===== config.mk =====
export PLATFORM = sky130hd
export DESIGN_NAME = ccc_decoder_stream_flat
export DESIGN_NICKNAME = d
export VERILOG_FILES = /design/src/rtl/ccc_decoder_stream_pkg.sv /design/src/rtl/ccc_decoder_stream_if.sv /design/src/rtl/ccc_decoder_stream_row_expand.sv /design/src/rtl/ccc_decoder_stream.sv /design/src/flat_wrapper.sv
export SDC_FILE = /design/constraint.sdc
export NUM_CORES = 1
export LEC_CHECK = 0
export ABC_AREA = 0
export CAP_MARGIN = 20
export CORE_MARGIN = 3
export CORE_UTILIZATION = 48
export CTS_CLUSTER_SIZE = 28
export DETAILED_ROUTE_END_ITERATION = 6
export MAX_ROUTING_LAYER = met4
export PLACE_DENSITY = 0.76
export SKIP_LAST_GASP = 1
export SLEW_MARGIN = 10
export SYNTH_ARGS = -nofsm -noshare
export SYNTH_HDL_FRONTEND = slang
export SYNTH_SLANG_ARGS = --single-unit

===== constraint.sdc =====
create_clock -name clk -period 2.65 [get_ports clk]
set_clock_uncertainty 0.1 [all_clocks]
set_input_delay 0.3975 -clock clk [delete_from_list [all_inputs] [get_ports clk]]
set_output_delay 0.3975 -clock clk [all_outputs]
set_load 0.005 [all_outputs]

===== src/rtl/ccc_decoder_stream_pkg.sv =====
// ccc_pkg: shared state type, default parameters and encoded-block field offsets for ccc_decoder_stream.
package ccc_pkg;
   typedef enum logic {IDLE, EMIT} state_t;
   localparam int DEF_BLK_W = 4;
   localparam int DEF_BLK_H = 4;
   localparam int DEF_CH_BITS = 8;
   localparam int DEF_CNT_W = 16;
   function automatic int bitmap_lsb(input int ch_bits);
      return 6 * ch_bits;
   endfunction
   // bucket 0 sits above bucket 1; each bucket is {r,g,b}, already in pixel order
   function automatic int bucket_lsb(input int ch_bits, input int b);
      return (1 - b) * 3 * ch_bits;
   endfunction
endpackage


===== src/rtl/ccc_decoder_stream_if.sv =====
// ccc_decoder_stream_if: encoded-block input stream, decoded-row output stream and block counter.
interface ccc_decoder_stream_if import ccc_pkg::*; #(
   parameter int BLK_W = DEF_BLK_W,
   parameter int BLK_H = DEF_BLK_H,
   parameter int CH_BITS = DEF_CH_BITS,
   parameter int CNT_W = DEF_CNT_W
);
   localparam int PIX_BITS = 3 * CH_BITS;
   localparam int BLK_BITS = BLK_W * BLK_H + 6 * CH_BITS;
   logic [BLK_BITS-1:0] in_data;
   logic in_mode;
   logic in_valid;
   logic in_ready;
   logic [BLK_W*PIX_BITS-1:0] out_row;
   logic out_valid;
   logic out_last;
   logic out_ready;
   logic [CNT_W-1:0] blk_count;
   modport master (
      output in_data, in_mode, in_valid, out_ready,
      input in_ready, out_row, out_valid, out_last, blk_count
   );
   modport slave (
      input in_data, in_mode, in_valid, out_ready,
      output in_ready, out_row, out_valid, out_last, blk_count
   );
endinterface


===== src/rtl/ccc_decoder_stream_row_expand.sv =====
// ccc_row_expand: expands one bitmap row into pixels, picking bucket 1 for set bits unless solid mode.
module ccc_row_expand #(
   parameter int BLK_W = 4,
   parameter int PIX_BITS = 24
) (
   input  logic [BLK_W-1:0] bits,
   input  logic [PIX_BITS-1:0] b0,
   input  logic [PIX_BITS-1:0] b1,
   input  logic mode,
   output logic [BLK_W*PIX_BITS-1:0] row
);
   for (genvar i = 0; i < BLK_W; i++) begin : g_pix
      assign row[i*PIX_BITS +: PIX_BITS] = (bits[i] && !mode) ? b1 : b0;
   end
endmodule


===== src/rtl/ccc_decoder_stream.sv =====
// ccc_decoder_stream: decodes two-colour compressed blocks into a registered stream of pixel rows.
module ccc_decoder_stream import ccc_pkg::*; #(
   parameter int BLK_W = DEF_BLK_W,
   parameter int BLK_H = DEF_BLK_H,
   parameter int CH_BITS = DEF_CH_BITS,
   parameter int CNT_W = DEF_CNT_W
) (
   input logic clk,
   input logic rst_n,
   ccc_decoder_stream_if.slave s
);
   localparam int PIX_BITS = 3 * CH_BITS;
   localparam int NPIX = BLK_W * BLK_H;
   localparam int BLK_BITS = NPIX + 6 * CH_BITS;
   localparam int RW = BLK_H > 1 ? $clog2(BLK_H) : 1;
   localparam int BM_LSB = bitmap_lsb(CH_BITS);
   localparam int B0_LSB = bucket_lsb(CH_BITS, 0);
   localparam int B1_LSB = bucket_lsb(CH_BITS, 1);
   state_t state, state_nx;
   logic [RW-1:0] row;
   logic [BLK_BITS-1:0] hold_data, src;
   logic hold_mode, src_mode, last, in_xfer, out_xfer;
   logic [NPIX-1:0] bm;
   logic [BLK_W-1:0] bits;
   logic [BLK_W*PIX_BITS-1:0] row_nx;
   int ridx;
   assign last = row == RW'(BLK_H - 1);
   assign s.out_valid = state == EMIT;
   assign s.out_last = s.out_valid && last;
   assign s.in_ready = rst_n && (state == IDLE || (s.out_last && s.out_ready));
   assign in_xfer = s.in_valid && s.in_ready;
   assign out_xfer = s.out_valid && s.out_ready;
   always_comb state_nx = in_xfer ? EMIT : (out_xfer && last) ? IDLE : state;
   // the next registered row comes from the incoming block on accept, else the held block
   always_comb begin
      src = in_xfer ? s.in_data : hold_data;
      src_mode = in_xfer ? s.in_mode : hold_mode;
      ridx = in_xfer ? 0 : int'(row) + 1;
      bm = src[BM_LSB +: NPIX];
      bits = BLK_W'(bm >> (ridx * BLK_W));
   end
   ccc_row_expand #(.BLK_W(BLK_W), .PIX_BITS(PIX_BITS)) u_expand (
      .bits(bits),
      .b0(src[B0_LSB +: PIX_BITS]),
      .b1(src[B1_LSB +: PIX_BITS]),
      .mode(src_mode),
      .row(row_nx)
   );
   always_ff @(posedge clk or negedge rst_n)
      if (!rst_n) state <= IDLE;
      else state <= state_nx;
   always_ff @(posedge clk or negedge rst_n) begin
      if (!rst_n) begin
         row <= '0;
         hold_data <= '0;
         hold_mode <= 1'b0;
         s.out_row <= '0;
         s.blk_count <= '0;
      end else begin
         if (in_xfer) begin
            hold_data <= s.in_data;
            hold_mode <= s.in_mode;
         end
         if (in_xfer) row <= '0;
         else if (out_xfer) row <= last ? '0 : row + RW'(1);
         if (in_xfer || (out_xfer && !last)) s.out_row <= row_nx;
         if (out_xfer && last) s.blk_count <= s.blk_count + CNT_W'(1);
      end
   end
endmodule


===== src/flat_wrapper.sv =====
// flat-port wrapper written by rule: the top's interface ports become plain ports
module ccc_decoder_stream_flat import ccc_pkg::*;
#(
   parameter int BLK_W = DEF_BLK_W,
   parameter int BLK_H = DEF_BLK_H,
   parameter int CH_BITS = DEF_CH_BITS,
   parameter int CNT_W = DEF_CNT_W
)
  (clk, rst_n, s_in_data, s_in_mode, s_in_valid, s_out_ready, s_in_ready, s_out_row, s_out_valid, s_out_last, s_blk_count);
  ccc_decoder_stream_if #(.BLK_W(BLK_W), .BLK_H(BLK_H), .CH_BITS(CH_BITS), .CNT_W(CNT_W)) s_i ();
  input logic clk;
  input logic rst_n;
  input wire logic [$bits(s_i.in_data)-1:0] s_in_data;
  input wire logic [$bits(s_i.in_mode)-1:0] s_in_mode;
  input wire logic [$bits(s_i.in_valid)-1:0] s_in_valid;
  input wire logic [$bits(s_i.out_ready)-1:0] s_out_ready;
  output wire logic [$bits(s_i.in_ready)-1:0] s_in_ready;
  output wire logic [$bits(s_i.out_row)-1:0] s_out_row;
  output wire logic [$bits(s_i.out_valid)-1:0] s_out_valid;
  output wire logic [$bits(s_i.out_last)-1:0] s_out_last;
  output wire logic [$bits(s_i.blk_count)-1:0] s_blk_count;
  assign s_i.in_data = s_in_data;
  assign s_i.in_mode = s_in_mode;
  assign s_i.in_valid = s_in_valid;
  assign s_i.out_ready = s_out_ready;
  assign s_in_ready = s_i.in_ready;
  assign s_out_row = s_i.out_row;
  assign s_out_valid = s_i.out_valid;
  assign s_out_last = s_i.out_last;
  assign s_blk_count = s_i.blk_count;
  ccc_decoder_stream #(.BLK_W(BLK_W), .BLK_H(BLK_H), .CH_BITS(CH_BITS), .CNT_W(CNT_W)) u_core (.clk(clk), .rst_n(rst_n), .s(s_i));
endmodule

==> key figures <==
Outcome
  • Run status: finished, final reports clean

Critical path
  • Required arrival time at the worst endpoint: 2810 ps
  • Slowest library cell on the worst path: sky130_fd_sc_hd__nor2_4
  • Reg-to-reg critical path startpoint: u_core.row[1]
  • Startpoint types: register
  • CP endpoint kind: register
  • CP Class: reg -> reg
  • Worst Setup SP: u_core.row[1]
  • CP cell instances: ha_1, mux4_2, and3_1, nor2_4, a221oi_1
  • Maximum fanout count along the critical path: 22
  • Data arrival time of the worst path: 2720 ps
  • Critical Path Max Stage Delay: 630 ps

Clock network
  • Post-CTS Hold Buffers: 1
  • Clock tree root driver cell: sky130_fd_sc_hd__clkbuf_16
  • Maximum level of the CTS H-tree: 4
  • Number of buffers added by the clock tree synthesis step: 17
  • Post-CTS setup buffer count: 0
  • Clock-pin slew of the registers on the worst-case setup and hold paths: 70 ps
  • Buffer depth of the longest clock path: 2
  • Post_cts resized: 0
  • Clock latency on the worst-skew pair: 430 ps
  • TritonCTS clock tree: built
  • TritonCTS Sinks: 180

Layout
  • Post-layout instance count excluding filler cells: 1,149
  • Fraction of final layout cells with drive strength greater than 1: 14.1%
  • Multi-input gate area: 0.00360 sq mm
  • Post-layout net count: 980
  • Fin area: 0.0113 sq mm
  • Area occupied by registers: 0.00450 sq mm
  • Area growth from synthesis to layout: 30.4%
  • Layout filler cell count: 1,381

Place
  • Instance area after placement: 0.0107 sq mm
  • Number of buffers inserted by port buffering: 183
  • Placed wire-length estimate after detailed placement: 16,100 um
  • Placed cells: 1,114
  • GPL Wtd Cong: 0.860

Synthesis
  • Async set or reset register ratio after synthesis: 100%
  • Number of synthesized flops with an enable pin: 0
  • Flip-flop cell with the highest count after synthesis: sky130_fd_sc_hd__dfrtp_1
  • Post-Syn Nets: 814
  • Post-Synthesis Cells: 743
  • Netlist area before placement: 0.00864 sq mm
  • Flops & latches, synth: 180
  • Portion of the post-synthesis area used by sequential elements: 52.1%
  • Mean instance size in the synthesized netlist: 11.6 sq um
  • Post-synth cell types: 40
  • Synth Warn #: 0

Floorplan
  • Core region area: 0.0175 sq mm
  • Number of rows in the core area: 48
  • Starting density of the core: 49.5%
  • Die outline width: 140 um
  • Die H: 140 um
  • Top Ports: 184
  • Floorplan die area: 0.0197 sq mm

Drt
  • Detailed Route Iter0 Violations: 771
  • First-pass DRT Iterations: 6
  • Drt total wl: 26,300 um
  • WL/cell: 22.9 um
  • DRT antenna net count: 0
  • Routed vias/inst: 6.62
  • Total number of vias: 7,608
  • Number of remaining DRC errors: 0

Timing
  • Minimum clock period after layout: 2560 ps
  • Unrepaired setup endpoints after global routing: false
  • Ratio of final minimum period to clock period: 96.6%
  • Max-slew headroom: 33.0%
  • Final setup vio count: 0
  • TNS Setup: 0 ps
  • Final number of hold-violating endpoints: 0
  • Total count of max-transition violations in the final report: 0
  • Fmax: 391 MHz
  • Actual transition at the worst max-transition pin: 1010 ps

Global routing
  • GRT busiest layer: met2
  • Pin count of the biggest net entering global routing: 179
  • Vias in the first global route: 7,526
  • Met3 routing resource usage after global routing: 7.00%
  • Antenna violations before repair: 2
  • Routing usage on met2: 41.6%
  • First-pass GRT wire length: 41,300 um
  • GR Util met1: 35.2%
  • Overall fraction of global-route tracks in use: 27.2%
  • Overflow after GRT: 0

Power and ir drop
  • Total power per unit cell area: 1310 mW/mm^2
  • Peak VDD IR: 824 uV
  • Leakage: 0.00447 uW

Min path
  • Hold crit path type: in -> async

Job
  • Total of max-cap violations: 0
-- state kept, by name (all words and copies together) (netlist names) --
register	flops
u_core.hold_data	64
u_core.hold_mode	1
u_core.row	2
u_core.s.blk_count	16
u_core.s.out_row	96
u_core.s.out_valid	1
-- placed cells by master, fill, tap and decap left out, drive strengths merged --
master         netlist  final
bufinv               0      1
clkinvlp             0      3
dlygate4sd3          0      1
diode                0      2
clkbuf               8     22
nand3               12     12
a221oi              88     88
o32ai                8      8
mux2                40     40
mux2i               23     23
or2                  4      4
nor3                 7      7
or3                  4      4
nand4                5      5
dfrtp              180    180
o22a                 1      1
nand2b               4      4
o22ai              178    178
and4                 1      1
o311ai               8      8
ha                   2      2
a21bo                1      1
a21oi                9      9
xor2                 5      5
nor2                17     17
mux4                 4      4
nand3b               1      1
buf                 63     35
clkdlybuf4s50        0    182
and2                 7      7
and2b                1      1
clkinv               0      4
a21boi               5      5
xnor2               10     10
nand2               12     12
inv                 23     25
and3                12     12
-- logic make-up (layout without fill, tap and decap cells) --
group | after synthesis | in the layout | synth area share (%)
buffers and inverters | 94 | 273 | 6.35
flip-flops | 180 | 180 | 52.1
adder cells (fa/ha/maj) | 2 | 2 | 0.289
XOR/XNOR | 15 | 15 | 1.52
AO/OA/AOI/OAI | 298 | 298 | 25.0
other | 0 | 2 | 0
multiplexers | 67 | 67 | 8.92
AND/OR/NAND/NOR | 87 | 87 | 5.80
-- path summary, 6_finish.rpt --
kind / end / slack [ps] / cells past startpoint
worst max-delay path: u_core.s.out_row[74] / 90 / 5
max in group asynchronous: u_core.s.out_row[35] / 1050 / 3
worst min-delay path: u_core.row[1] / 210 / 2
worst min register to register: u_core.s.blk_count[15] / 370 / 1
min in group clk: u_core.s.blk_count[15] / 370 / 1
worst max register to register: u_core.s.out_row[74] / 90 / 5
-- power breakdown --
part	leakage [uW]	switching (uW)	total, uW	internal (uW)
clock	0.000273	1090	2460	1380
combinational	0.00205	3520	7320	3800
sequential	0.00214	893	5020	4130
-- stage by stage --
| step | power, uW | hold slack (ps) | setup slack [ps] | util, % |
|---|---|---|---|---|
| after global placement | 12100 | 94.1 | 125 | 61.1 |
| after detailed placement | 12300 | 93.7 | 47.7 | 61.1 |
| after floorplan | 9340 | 1.91 | 719 | - |
| after global routing | 15600 | 219 | 64.1 | 64.5 |
| after CTS | 14800 | 200 | 119 | 64.5 |
| final | 14800 | 211 | 89.9 | 64.5 |
-- layout make-up --
cell class	instances	share of cell area, %
antenna	2	0.0444
clock buffer	22	4.21
tap	225	2.50
clock inverter	10	0.866
timing repair buffer	218	19.7
inverter	23	0.766
multi-input combinational	469	31.9
sequential	180	40.0
-- critical path, delay by kind of cell, from the launching register on --
family | cells | cell delay, ps
AO/OA/AOI/OAI | 1 | 200
adder cells (fa/ha/maj) | 1 | 400
flip-flops | 1 | 380
multiplexers | 1 | 390
AND/OR/NAND/NOR | 2 | 890
-- synth_stat cells (5+ instances only) --
master / count / area, sq um
sky130_fd_sc_hd__nor2_4: 5 / 56.3
sky130_fd_sc_hd__dfrtp_1: 180 / 4500
sky130_fd_sc_hd__mux2_2: 40 / 450
sky130_fd_sc_hd__buf_4: 9 / 67.6
sky130_fd_sc_hd__mux2i_1: 23 / 230
sky130_fd_sc_hd__nand2_1: 12 / 45.0
sky130_fd_sc_hd__and3_1: 11 / 68.8
sky130_fd_sc_hd__inv_1: 23 / 86.3
sky130_fd_sc_hd__nand4_1: 5 / 31.3
sky130_fd_sc_hd__o311ai_0: 8 / 70.1
sky130_fd_sc_hd__nor2_1: 12 / 45.0
sky130_fd_sc_hd__a221oi_1: 85 / 744
sky130_fd_sc_hd__o32ai_1: 8 / 70.1
sky130_fd_sc_hd__o22ai_1: 177 / 1110
sky130_fd_sc_hd__clkbuf_1: 7 / 26.3
sky130_fd_sc_hd__xor2_1: 5 / 43.8
sky130_fd_sc_hd__nand3_1: 12 / 60.1
sky130_fd_sc_hd__nor3_1: 7 / 35.0
sky130_fd_sc_hd__a21oi_1: 9 / 45.0
sky130_fd_sc_hd__xnor2_1: 10 / 87.6
sky130_fd_sc_hd__buf_2: 39 / 195
sky130_fd_sc_hd__buf_6: 15 / 169
-- metal layers --
layer / up-vias / part of all wire [%]
met2: 466 / 48
met4: 0 / 2.4
met5: - / 0
met3: 54 / 10
met1: 3744 / 40
li1: 3344 / -
Power figures use the tool's default switching activity.
